[config.mk]
export PLATFORM = sky130hd
export DESIGN_NAME = dram_req_arb
export DESIGN_NICKNAME = d
export VERILOG_FILES = /design/src/rtl/dram_pkg.sv /design/src/rtl/dram_req_arb_rr_arb3.sv /design/src/rtl/dram_req_arb.sv
export SDC_FILE = /design/constraint.sdc
export NUM_CORES = 1
export LEC_CHECK = 0
export ABC_AREA = 1
export ABC_CLOCK_PERIOD_IN_PS = 5500
export CORE_AREA = 2 2 258 260
export DETAILED_ROUTE_END_ITERATION = 8
export DIE_AREA = 0 0 260 262
export GPL_ROUTABILITY_DRIVEN = 0
export GPL_TIMING_DRIVEN = 0
export PLACE_DENSITY = 0.37
export SLEW_MARGIN = 20
export SYNTH_ARGS = -nofsm -noshare
export SYNTH_HDL_FRONTEND = slang
export SYNTH_SLANG_ARGS = --single-unit
[constraint.sdc]
create_clock -name clock -period 5.5 [get_ports clock]
set_input_delay 0.55 -clock clock [delete_from_list [all_inputs] [get_ports clock]]
set_output_delay 0.55 -clock clock [all_outputs]
set_load 0.1 [all_outputs]
[src/rtl/dram_pkg.sv]
// Shared types for the DRAM request arbiter: FSM states, client ids, beat width.
package dram_pkg;

  localparam int BEAT_W = 128;

  typedef enum logic [1:0] {
    ST_IDLE     = 2'd0,
    ST_RD_ISSUE = 2'd1,
    ST_RD_DATA  = 2'd2,
    ST_WR_DATA  = 2'd3
  } state_e;

  typedef enum logic [1:0] {
    CL_WGT = 2'd0,
    CL_ACT = 2'd1,
    CL_WB  = 2'd2
  } client_e;

  // Round-robin successor in the fixed ring wgt -> act -> wb -> wgt.
  function automatic client_e next_client(input client_e c);
    case (c)
      CL_WGT:  next_client = CL_ACT;
      CL_ACT:  next_client = CL_WB;
      CL_WB:   next_client = CL_WGT;
      default: next_client = CL_WGT;
    endcase
  endfunction

endpackage

[src/rtl/dram_req_arb_rr_arb3.sv]
// Combinational 3-way round-robin picker; ptr names the client with highest priority.
module rr_arb3
  import dram_pkg::*;
(
  input  logic [2:0] req,
  input  client_e    ptr,
  output logic       gnt_valid,
  output client_e    gnt_id
);

  client_e first_s, second_s, third_s;

  // Priority order rotated so that ptr is examined first.
  always_comb begin
    case (ptr)
      CL_ACT: begin
        first_s  = CL_ACT;
        second_s = CL_WB;
        third_s  = CL_WGT;
      end
      CL_WB: begin
        first_s  = CL_WB;
        second_s = CL_WGT;
        third_s  = CL_ACT;
      end
      default: begin
        first_s  = CL_WGT;
        second_s = CL_ACT;
        third_s  = CL_WB;
      end
    endcase
  end

  // First requester in rotated order wins.
  always_comb begin
    gnt_valid = 1'b1;
    gnt_id    = first_s;
    if (req[first_s]) begin
      gnt_id = first_s;
    end else if (req[second_s]) begin
      gnt_id = second_s;
    end else if (req[third_s]) begin
      gnt_id = third_s;
    end else begin
      gnt_valid = 1'b0;
      gnt_id    = CL_WGT;
    end
  end

endmodule

[src/rtl/dram_req_arb.sv]
// Arbitrates two read clients and one writeback client onto a single DRAM port.
// Define DRAM_ARB_WR_PRIO_EN to give writeback absolute priority over reads.
module dram_req_arb
  import dram_pkg::*;
#(
  parameter int BURST_LEN = 4,
  parameter int ADDR_W    = 28
) (
  input  logic                clock,
  input  logic                reset_n,
  input  logic                wgt_rd_req,
  input  logic [ADDR_W-1:0]   wgt_rd_addr,
  output logic                wgt_rd_gnt,
  output logic                wgt_rd_valid,
  input  logic                act_rd_req,
  input  logic [ADDR_W-1:0]   act_rd_addr,
  output logic                act_rd_gnt,
  output logic                act_rd_valid,
  output logic [BEAT_W-1:0]   cl_rd_data,
  input  logic                wb_wr_req,
  input  logic [ADDR_W-3:0]   wb_wr_addr,
  input  logic [BEAT_W-1:0]   wb_wr_data,
  output logic                wb_wr_gnt,
  output logic                rd_req,
  output logic [ADDR_W-1:0]   rd_addr,
  input  logic                rd_gnt,
  input  logic                rd_valid,
  input  logic [BEAT_W-1:0]   rd_data,
  output logic                wr_req,
  output logic [ADDR_W-3:0]   wr_addr,
  output logic [BEAT_W-1:0]   wr_data,
  input  logic                wr_gnt,
  output logic                busy
);

  localparam int              CNT_W    = $clog2(BURST_LEN + 1);
  localparam logic [CNT_W-1:0] LAST_CNT = CNT_W'(BURST_LEN - 1);

  state_e            state_r, state_s;
  client_e           owner_r, ptr_r, pick_id_s, rr_id_s;
  logic [ADDR_W-1:0] addr_r, pick_addr_s;
  logic [CNT_W-1:0]  beat_cnt_r;
  logic [2:0]        arb_req_s;
  logic              rr_valid_s, pick_valid_s, owner_req_s;
  logic              rd_beat_s, wr_beat_s, last_beat_s;

`ifdef DRAM_ARB_WR_PRIO_EN
  assign arb_req_s = {1'b0, act_rd_req, wgt_rd_req};
`else
  assign arb_req_s = {wb_wr_req, act_rd_req, wgt_rd_req};
`endif

  rr_arb3 u_rr_arb3 (
    .req       (arb_req_s),
    .ptr       (ptr_r),
    .gnt_valid (rr_valid_s),
    .gnt_id    (rr_id_s)
  );

  // Winner of the current IDLE cycle and the address it presents.
  always_comb begin
`ifdef DRAM_ARB_WR_PRIO_EN
    if (wb_wr_req) begin
      pick_valid_s = 1'b1;
      pick_id_s    = CL_WB;
    end else begin
      pick_valid_s = rr_valid_s;
      pick_id_s    = rr_id_s;
    end
`else
    pick_valid_s = rr_valid_s;
    pick_id_s    = rr_id_s;
`endif
    case (pick_id_s)
      CL_ACT:  pick_addr_s = act_rd_addr;
      CL_WB:   pick_addr_s = {2'b00, wb_wr_addr};
      default: pick_addr_s = wgt_rd_addr;
    endcase
  end

  // Request level of the client that currently owns the port.
  always_comb begin
    case (owner_r)
      CL_ACT:  owner_req_s = act_rd_req;
      CL_WB:   owner_req_s = wb_wr_req;
      default: owner_req_s = wgt_rd_req;
    endcase
  end

  assign rd_beat_s   = (state_r == ST_RD_DATA) && rd_valid;
  assign wr_beat_s   = (state_r == ST_WR_DATA) && wr_gnt;
  assign last_beat_s = (rd_beat_s || wr_beat_s) && (beat_cnt_r == LAST_CNT);

  // FSM state register.
  always_ff @(posedge clock or negedge reset_n) begin
    if (!reset_n) begin
      state_r <= ST_IDLE;
    end else begin
      state_r <= state_s;
    end
  end

  // FSM next-state logic; a read owner that drops its request before rd_gnt forfeits.
  always_comb begin
    state_s = state_r;
    case (state_r)
      ST_IDLE: begin
        if (pick_valid_s) begin
          state_s = (pick_id_s == CL_WB) ? ST_WR_DATA : ST_RD_ISSUE;
        end else begin
          state_s = ST_IDLE;
        end
      end
      ST_RD_ISSUE: begin
        if (rd_gnt) begin
          state_s = ST_RD_DATA;
        end else if (!owner_req_s) begin
          state_s = ST_IDLE;
        end else begin
          state_s = ST_RD_ISSUE;
        end
      end
      ST_RD_DATA, ST_WR_DATA: begin
        if (last_beat_s) begin
          state_s = ST_IDLE;
        end else begin
          state_s = state_r;
        end
      end
      default: state_s = ST_IDLE;
    endcase
  end

  // Owner, base address, beat counter and round-robin pointer.
  always_ff @(posedge clock or negedge reset_n) begin
    if (!reset_n) begin
      owner_r    <= CL_WGT;
      ptr_r      <= CL_WGT;
      addr_r     <= {ADDR_W{1'b0}};
      beat_cnt_r <= {CNT_W{1'b0}};
    end else begin
      case (state_r)
        ST_IDLE: begin
          if (pick_valid_s) begin
            owner_r    <= pick_id_s;
            addr_r     <= pick_addr_s;
            beat_cnt_r <= {CNT_W{1'b0}};
          end
        end
        ST_RD_ISSUE: begin
          if (rd_gnt) begin
            beat_cnt_r <= {CNT_W{1'b0}};
          end
        end
        ST_RD_DATA, ST_WR_DATA: begin
          if (last_beat_s) begin
            beat_cnt_r <= {CNT_W{1'b0}};
            ptr_r      <= next_client(owner_r);
          end else if (rd_beat_s || wr_beat_s) begin
            beat_cnt_r <= beat_cnt_r + CNT_W'(1'b1);
          end
        end
        default: begin
          beat_cnt_r <= {CNT_W{1'b0}};
        end
      endcase
    end
  end

  assign cl_rd_data = rd_data;

  // Output decode; everything except the data broadcast is zero outside its state.
  always_comb begin
    wgt_rd_gnt   = 1'b0;
    act_rd_gnt   = 1'b0;
    wgt_rd_valid = 1'b0;
    act_rd_valid = 1'b0;
    wb_wr_gnt    = 1'b0;
    rd_req       = 1'b0;
    rd_addr      = {ADDR_W{1'b0}};
    wr_req       = 1'b0;
    wr_addr      = {(ADDR_W-2){1'b0}};
    wr_data      = {BEAT_W{1'b0}};
    busy         = (state_r != ST_IDLE);
    case (state_r)
      ST_RD_ISSUE: begin
        rd_req     = 1'b1;
        rd_addr    = addr_r;
        wgt_rd_gnt = rd_gnt && (owner_r == CL_WGT);
        act_rd_gnt = rd_gnt && (owner_r == CL_ACT);
      end
      ST_RD_DATA: begin
        wgt_rd_valid = rd_valid && (owner_r == CL_WGT);
        act_rd_valid = rd_valid && (owner_r == CL_ACT);
      end
      ST_WR_DATA: begin
        wr_req    = 1'b1;
        wr_addr   = addr_r[ADDR_W-3:0] + (ADDR_W-2)'(beat_cnt_r);
        wr_data   = wb_wr_data;
        wb_wr_gnt = wr_gnt;
      end
      default: begin
        busy = 1'b0;
      end
    endcase
  end

endmodule

==> metrics.txt, run 1 <==
Final Setup Violations=0; DR vias/cell=3.28; CP required=4.95 ns; DIE AREA=68100 um2; yosys warns=0; vias in the first global route=7925; Slew @ Worst Pin=1.18 ns; hpwl dp=40800 um; post-DR wirelength/cell=18.6 um; met3 usage=0.0301; area post-placement=11700 um2; TritonCTS buffer count=5; layout cells sized above 1=0.125; Clk pin slew, worst setup/hold paths=0.06 ns; met1 global-route usage=0.130; CTS tree=built; Pwr Density=608 nW/um2; met2 usage=0.236; Pre-antenna DRT Iters=5; worst-skew pair later-pin latency=0.28 ns; WS Path Type=flip-flop to output pin; Die Height=262 um; post-CTS resize count=0; non-filler instance count after layout=2398; GRT overflow=0; most frequent cells in the layout=clkdlybuf4s50_1 (504), nor2_1 (204), nand2_1 (199); Initial Utilization=0.0828; crit path max fanout=4; io pins=664; port buffer count=535; # Max-Cap Violations=0; Top FF cell, synth=dfrtp_1; Max H-tree Level=2; max-slew violations=0; CTS root buf=clkbuf_16; setup TNS=0 ns; row count=94; status=complete, no violations; final net count=1892; synthesized area=5410 um2; Mean Syn Cell Area=5.47 um2; Hold Path Class=input port to asynchronous set/reset pin; Pwr Total=7.21 mW; Final Skew=0.00402 ns; Synth top area share=0.178; Hold Fails Final Rpt=0; CP Data Arrival Time=3.76 ns; post-placement cell count=2389; slew margin rel.=0.209; synthesized netlist cell count=989; commonest non-fill, non-tap cell in the layout=clkdlybuf4s50_1; post-route design area=11900 um2; RSZ-0062 raised after global routing=false; GRT Overall Usage=0.121; final hold slack=0.138 ns; GRT busiest layer=met2; core area=65300 um2; area grow syn2layout=119%; clock period minus worst slack=4.31 ns; post-synthesis cell type count=29; Async SR Flop Fraction=1.00; initial antenna violation count=6; Post-Route WL=44500 um; Seq cells post-synth=37; syn_nets=1349; largest net degree at the start of global routing=30; drt initial violations=276; DRC viols=0; Worst VDD drop=0.000190 V; LEAKAGE=5.51 nW; Worst setup EP type=output pin; Final ANT Viol Nets=0; Yosys top cell by area=buf_4; Startpoint Class=flip-flop; Max Freq=232 MHz; Chip Width=260 um; vias=7855; period utilisation layout=0.784; hold buffers post-CTS=0; clk sinks=37; sequential fraction of the synthesis area=0.171; Post-CTS Setup Inserts=0; first-pass GRT wire length=58800 um; EDFF count, synth=0; Synth area leaders=buf_4 (18%), dfrtp_1 (17%), nor2_1 (14%); Clock Tree Buf Depth=2
-- metrics by stage --
step / util / setup WS (ns)
after global placement: 0.181 / 1.35
after global routing: 0.182 / 0.910
final: 0.182 / 1.19
after CTS: 0.182 / 1.08
after floorplan: - / 1.50
after detailed placement: 0.179 / 1.40
-- layer usage --
layer  vias up  wire length (um)
met2       351             23600
li1       3882                 -
met5         -                60
met3        35              3350
met4        10              1000
met1      3577             16500
-- final timing paths --
| kind | start | endpoint | slack [ns] | depth (start not counted) |
|---|---|---|---|---|
| worst min register to register | addr_r[27] | addr_r[27] | 0.49 | 2 |
| max in group asynchronous | reset_n | addr_r[13] | 4.91 | 2 |
| worst max-delay path | addr_r[0] | wr_addr[16] | 1.19 | 13 |
| min in group clock | addr_r[27] | addr_r[27] | 0.49 | 2 |
| worst min-delay path | reset_n | owner_r[1] | 0.14 | 1 |
| worst max register to register | ptr_r[0] | addr_r[15] | 2.22 | 14 |
-- cells in the mapped netlist (5+ instances only) --
library cell,count
nor2_1,204
nand2_1,199
inv_1,192
buf_4,128
nand3_1,102
dfrtp_1,37
clkbuf_1,27
nor3_1,16
o21ai_0,16
a21oi_1,15
ha_1,13
buf_2,7
inv_2,5
-- registers in the layout, indices dropped and copies added, names as in the netlist --
register and cells:
owner_r 2, beat_cnt_r 3, addr_r 28, ptr_r 2
state_r 2
-- layout make-up --
class	count	area [um2]
Buffer	167	1130
Sequential cell	37	926
Multi-Input combinational cell	588	2610
Inverter	197	739
Clock buffer	5	125
Timing Repair Buffer	536	5220
Tap cell	864	1080
Clock inverter	3	17.5
Fill cell	7506	53400
Antenna cell	1	2.50
-- critical path: stages, from the launching register on --
cell and delay [ns]:
dfrtp_1 0.46, ha_1 0.18, inv_1 0.06, fa_1 0.35, inv_1 0.09, nand2_1 0.05, nand2_1 0.19, nand2_1 0.20
nor2_1 0.25, inv_1 0.10, o21ai_0 0.17, nand2_1 0.08, nor2_1 0.11, clkdlybuf4s50_1 1.18
-- logic make-up after synthesis --
logic type | synth area share
AOI/OAI and AO/OA | 0.0379
xor gates and xnor gates | 0.00486
DFF | 0.171
and+or+nand+nor | 0.406
buffers and inverters | 0.346
adders and majority gates | 0.0338
-- power by group --
group,switching (mW),leakage (nW),internal [mW]
Combinational,5.02,4.97,1.33
Sequential,0.184,0.465,0.393
Clock,0.117,0.0696,0.166
Total,5.32,5.51,1.89
No activity file was read; power rests on OpenSTA's default activity.
==> run 2: changes to the inputs <==
ABC_CLOCK_PERIOD_IN_PS = 4500   (was 5500)
CORE_AREA = 2 2 259 261   (was 2 2 258 260)
DIE_AREA = 0 0 261 263   (was 0 0 260 262)
clock period = 4.5 ns   (was 5.5 ns; I/O delays follow)
==> run 2 against run 1 <==
Net effect:
- via count is 0.37% lower
- critical path type unchanged
- wire length fell by 8.1%
- die area grew 0.77%
==> metrics.txt, run 2 (same netlist as run 1, synthesis figures left out) <==
sw power=6.45 mW; max FFs per register=28; GRT overflow=0; clock period minus worst slack=4.21 ns; Die Height=263 um; Max Freq=237 MHz; commonest non-fill, non-tap cell in the layout=clkdlybuf4s50_1; Post-CTS Setup Inserts=0; clk sinks=37; layout cells sized above 1=0.112; CP required=4.05 ns; Hold Path Class=input port to asynchronous set/reset pin; GRT Overall Usage=0.113; setup TNS=0 ns; Post-Route WL=40900 um; DR vias/cell=3.26; Slew @ Worst Pin=1.20 ns; Int Power=2.42 mW; RSZ-0062 raised after global routing=false; hpwl dp=37300 um; Final Setup Violations=0; drt initial violations=227; Hold Fails Final Rpt=0; TritonCTS buffer count=5; worst-skew pair later-pin latency=0.28 ns; Most flops, register=addr_r; Top Registers=addr_r x28, beat_cnt_r x3; row count=94; largest net degree at the start of global routing=31; crit path max fanout=4; max-slew violations=0; Pwr Total=8.87 mW; CP Data Arrival Time=3.76 ns; Initial Utilization=0.0824; area grow syn2layout=122%; CTS root buf=clkbuf_16; period utilisation layout=0.936; most frequent cells in the layout=clkdlybuf4s50_1 (524), nor2_1 (204), nand2_1 (199); final hold slack=0.0307 ns; # Max-Cap Violations=0; port buffer count=535; io pins=664; Comb power frac=0.876; final net count=1892; Sw Ratio=0.727; post-CTS resize count=0; slew margin rel.=0.197; Clock Tree Buf Depth=2; Clk pin slew, worst setup/hold paths=0.06 ns; post-route design area=12000 um2; DRC viols=0; WS Path Type=flip-flop to output pin; Pre-antenna DRT Iters=4; area post-placement=11800 um2; vias=7826; sequential share of power=0.078; LEAKAGE=5.49 nW; vias in the first global route=8282; flop2flop setup slack=1.26 ns; FILL cells=7527; Final ANT Viol Nets=0; initial antenna violation count=6; Pwr Density=741 nW/um2; Worst VDD drop=0.000223 V; Startpoint Class=flip-flop; clock share of power=0.045; Worst setup EP type=output pin; Chip Width=261 um; Max H-tree Level=2; Final Skew=0.00304 ns; core area=65600 um2; first-pass GRT wire length=57000 um; status=complete, no violations; hold buffers post-CTS=0; DIE AREA=68600 um2; post-DR wirelength/cell=17.1 um; CTS tree=built
==> run 2: cell types whose count changed in the layout (fill, tap and decap cells not counted), sizes merged <==
cell,previous run,this run
buf,172,151
clkdlybuf4s50,504,524
clkbuf,32,33
clkinv,2,1
inv,197,198
clkinvlp,1,0
bufinv,0,1
==> run 2: area by class of cell <==
| cell class | count | area, um2 | share of cell area |
|---|---|---|---|
| inverters | 197 | 739 | 0.0617 |
| plain buffers | 167 | 1130 | 0.0944 |
| flip-flops and latches | 37 | 926 | 0.0773 |
| well taps | 864 | 1080 | 0.0902 |
| repair buffers | 536 | 5320 | 0.444 |
| clock buffers | 5 | 125 | 0.0104 |
| multi-input cells | 588 | 2610 | 0.218 |
| diodes | 1 | 2.50 | 0.000209 |
| clock inverters | 3 | 43.8 | 0.00366 |
==> run 2: per-layer routing <==
metal | GRT usage | up-vias | wire length [um]
met2 | 0.217 | 344 | 21300
li1 | - | 3883 | -
met3 | 0.0286 | 33 | 3350
met5 | 0 | - | 67
met4 | 0.0210 | 10 | 692
met1 | 0.123 | 3556 | 15500
==> run 2: per-stage QoR <==
step	setup slack, ns	utilization	std cells
CTS	0.148	0.183	2397
floorplan	0.597	-	989
detailed placement	0.456	0.180	2389
finish	0.289	0.183	2398
global route	0.00243	0.183	2398
global placement	0.513	0.180	2388
==> run 2: final timing paths <==
check / startpoint / to / cells past startpoint
setup reg to reg: ptr_r[0] / addr_r[15] / 14
min in group clock: addr_r[27] / addr_r[27] / 2
hold reg to reg: addr_r[27] / addr_r[27] / 2
setup / recovery: addr_r[0] / wr_addr[16] / 13
max in group asynchronous: reset_n / addr_r[9] / 2
hold / removal: reset_n / ptr_r[1] / 1
==> run 2: power groups by stage <==
| stage | clock (mW) | sequential [mW] | combinational, mW |
|---|---|---|---|
| after floorplan | 0 | 0.591 | 5.65 |
| after global placement | 0 | 0.711 | 7.92 |
| after detailed placement | 0 | 0.714 | 7.90 |
| after CTS | 0.418 | 0.709 | 7.92 |
| after global routing | 0.430 | 0.731 | 8.24 |
| final | 0.402 | 0.694 | 7.78 |
==> run 2: worst max-delay path: stages (launching register included) <==
cell and delay [ns]:
dfrtp_1 0.43, ha_1 0.17, inv_1 0.06, fa_1 0.35, inv_1 0.09, nand2_1 0.05, nand2_1 0.17, nand2_1 0.17
nor2_1 0.28, inv_1 0.13, o21ai_0 0.19, nand2_1 0.10, nor2_1 0.11, clkdlybuf4s50_1 1.16
==> run 3: changes to the inputs <==
CTS_BUF_LIST = sky130_fd_sc_hd__clkbuf_8   (was not set)
PLACE_DENSITY = 0.4   (was 0.37)
SETUP_SLACK_MARGIN = 0.15   (was not set)
==> run 3 against run 2 <==
Net effect:
- global-route usage down 0.076 points
- critical path depth is 5 lower
- final cell count barely moved
- hold slack got worse by 0.014 ns
- cell area shrank 0.40%
- register-to-register slack got worse by 0.16 ns
- die area stayed put
- sequential share of layout area about the same
- setup slack better by 0.20 ns
- critical path type unchanged
- maximum frequency grew 5.1%
- clock-buffer cell count did not move
==> metrics.txt, run 3 (same netlist as run 1, synthesis figures left out) <==
worst-skew pair later-pin latency=0.30 ns; max FFs per register=28; setup TNS=0 ns; GRT overflow=0; port buffer count=535; Worst setup EP type=output pin; TritonCTS buffer count=5; DRC viols=0; status=complete, no violations; most frequent CP cell=nor2_1; drt initial violations=313; crit-path cells=ha_1, nand2_1, nand2_1, nor2_1, nor2_1, xor2_1, nor2_1, clkdlybuf4s50_1; Final ANT Viol Nets=0; clock share of power=0.035; non-filler instance count after layout=2397; period utilisation layout=0.891; # Max-Cap Violations=0; Worst VDD drop=0.000274 V; worst r2r path cells=14; Int Power=2.32 mW; Max H-tree Level=2; Clock Tree Buf Depth=2; R2R Path Start=ptr_r[0]; hold buffers post-CTS=0; Hold Path Class=input port to asynchronous set/reset pin; Max stage delay on crit path=1.22 ns; CTS tree=built; flop2flop setup slack=1.10 ns; Setup WS pre-CTS=0.368 ns; Top Registers=addr_r x28, beat_cnt_r x3; GRT Overall Usage=0.112; Sw Ratio=0.734; io pins=664; core area=65600 um2; slowest library cell on the worst path=clkdlybuf4s50_1; post-DR wirelength/cell=16.9 um; Final Skew=0.00922 ns; area grow syn2layout=121%; critical path buffer and inverter count=1; max-slew violations=0; crit path max fanout=5; Startpoint Class=flip-flop; vias in the first global route=8323; slew margin rel.=0.235; initial antenna violation count=4; clk sinks=37; Max Freq=249 MHz; CTS root buf=clkbuf_8; post-CTS resize count=1; Hold Fails Final Rpt=0; worst setup margin=0.491 ns; LEAKAGE=5.51 nW; layout cells sized above 1=0.113; CP Data Arrival Time=3.56 ns; Post-Route WL=40500 um; WS Path Type=flip-flop to output pin; Final Setup Violations=0; CP delay by family, top=buffers and inverters; commonest non-fill, non-tap cell in the layout=clkdlybuf4s50_1; Clk pin slew, worst setup/hold paths=0.09 ns; Most flops, register=addr_r; Slew @ Worst Pin=1.14 ns; most frequent cells in the layout=clkdlybuf4s50_1 (521), nor2_1 (204), nand2_1 (199); row count=94; final net count=1892; Post-CTS Setup Inserts=0; DIE AREA=68600 um2; Die Height=263 um; largest net degree at the start of global routing=30; Comb power frac=0.884; Chip Width=261 um; final hold slack=0.0163 ns; reg2reg end=addr_r[10]; Pwr Density=732 nW/um2; RSZ-0062 raised after global routing=false; vias=7837; sequential share of power=0.081; sw power=6.42 mW; DR vias/cell=3.27; Initial Utilization=0.0824; hpwl dp=36700 um; clock period minus worst slack=4.01 ns; Pre-antenna DRT Iters=4; first-pass GRT wire length=56900 um; CP required=4.05 ns; # diodes=0; post-placement cell count=2389
run 3: cell types whose count changed in the layout (fill, tap and decap cells not counted), moves of 3 or more:
cell | before | now
dlymetal6s2s_1 | 0 | 3
clkdlybuf4s50_1 | 524 | 521
clkbuf_8 | 0 | 5
clkbuf_16 | 5 | 0
run 3: power groups by stage:
stage               combinational (mW)  sequential [mW]  clock (mW)
finish                            7.73            0.709       0.304
global route                      8.19            0.747       0.333
CTS                               7.85            0.723       0.322
global placement                  7.84            0.730           0
floorplan                         5.65            0.591           0
detailed placement                7.83            0.729           0
run 3: through the flow:
step / instance area (um2) / util / power (mW)
3_5_place_dp: 11800 / 0.180 / 8.56
2_1_floorplan: 5410 / - / 6.24
3_3_place_gp: 11800 / 0.180 / 8.57
4_1_cts: 11900 / 0.182 / 8.90
6_report: 11900 / 0.182 / 8.74
5_1_grt: 11900 / 0.182 / 9.27
run 3: worst max path at each step:
stage / slack (ns) / cells past startpoint / start / to
floorplan: 0.60 / 8 / beat_cnt_r[2] / wr_addr[15]
global placement: 0.29 / 5 / state_r[1] / wr_addr[1]
detailed placement: 0.37 / 5 / state_r[1] / wr_data[120]
CTS: 0.17 / 13 / addr_r[0] / wr_addr[16]
global route: 0.22 / 13 / addr_r[0] / wr_addr[20]
finish: 0.49 / 8 / addr_r[2] / wr_addr[5]
run 3: layout make-up:
| cell class | count | area (um2) |
|---|---|---|
| Clock inverter | 3 | 46.3 |
| Inverter | 197 | 739 |
| Buffer | 167 | 1130 |
| Fill cell | 7457 | 53700 |
| Multi-Input combinational cell | 588 | 2610 |
| Sequential cell | 37 | 926 |
| Clock buffer | 5 | 68.8 |
| Timing Repair Buffer | 536 | 5330 |
| Tap cell | 864 | 1080 |
run 3: layer usage:
layer / share of wire / global-route usage
met5: 0.0010 / 0
met4: 0.013 / 0.0170
met3: 0.089 / 0.0315
met2: 0.50 / 0.208
met1: 0.39 / 0.128
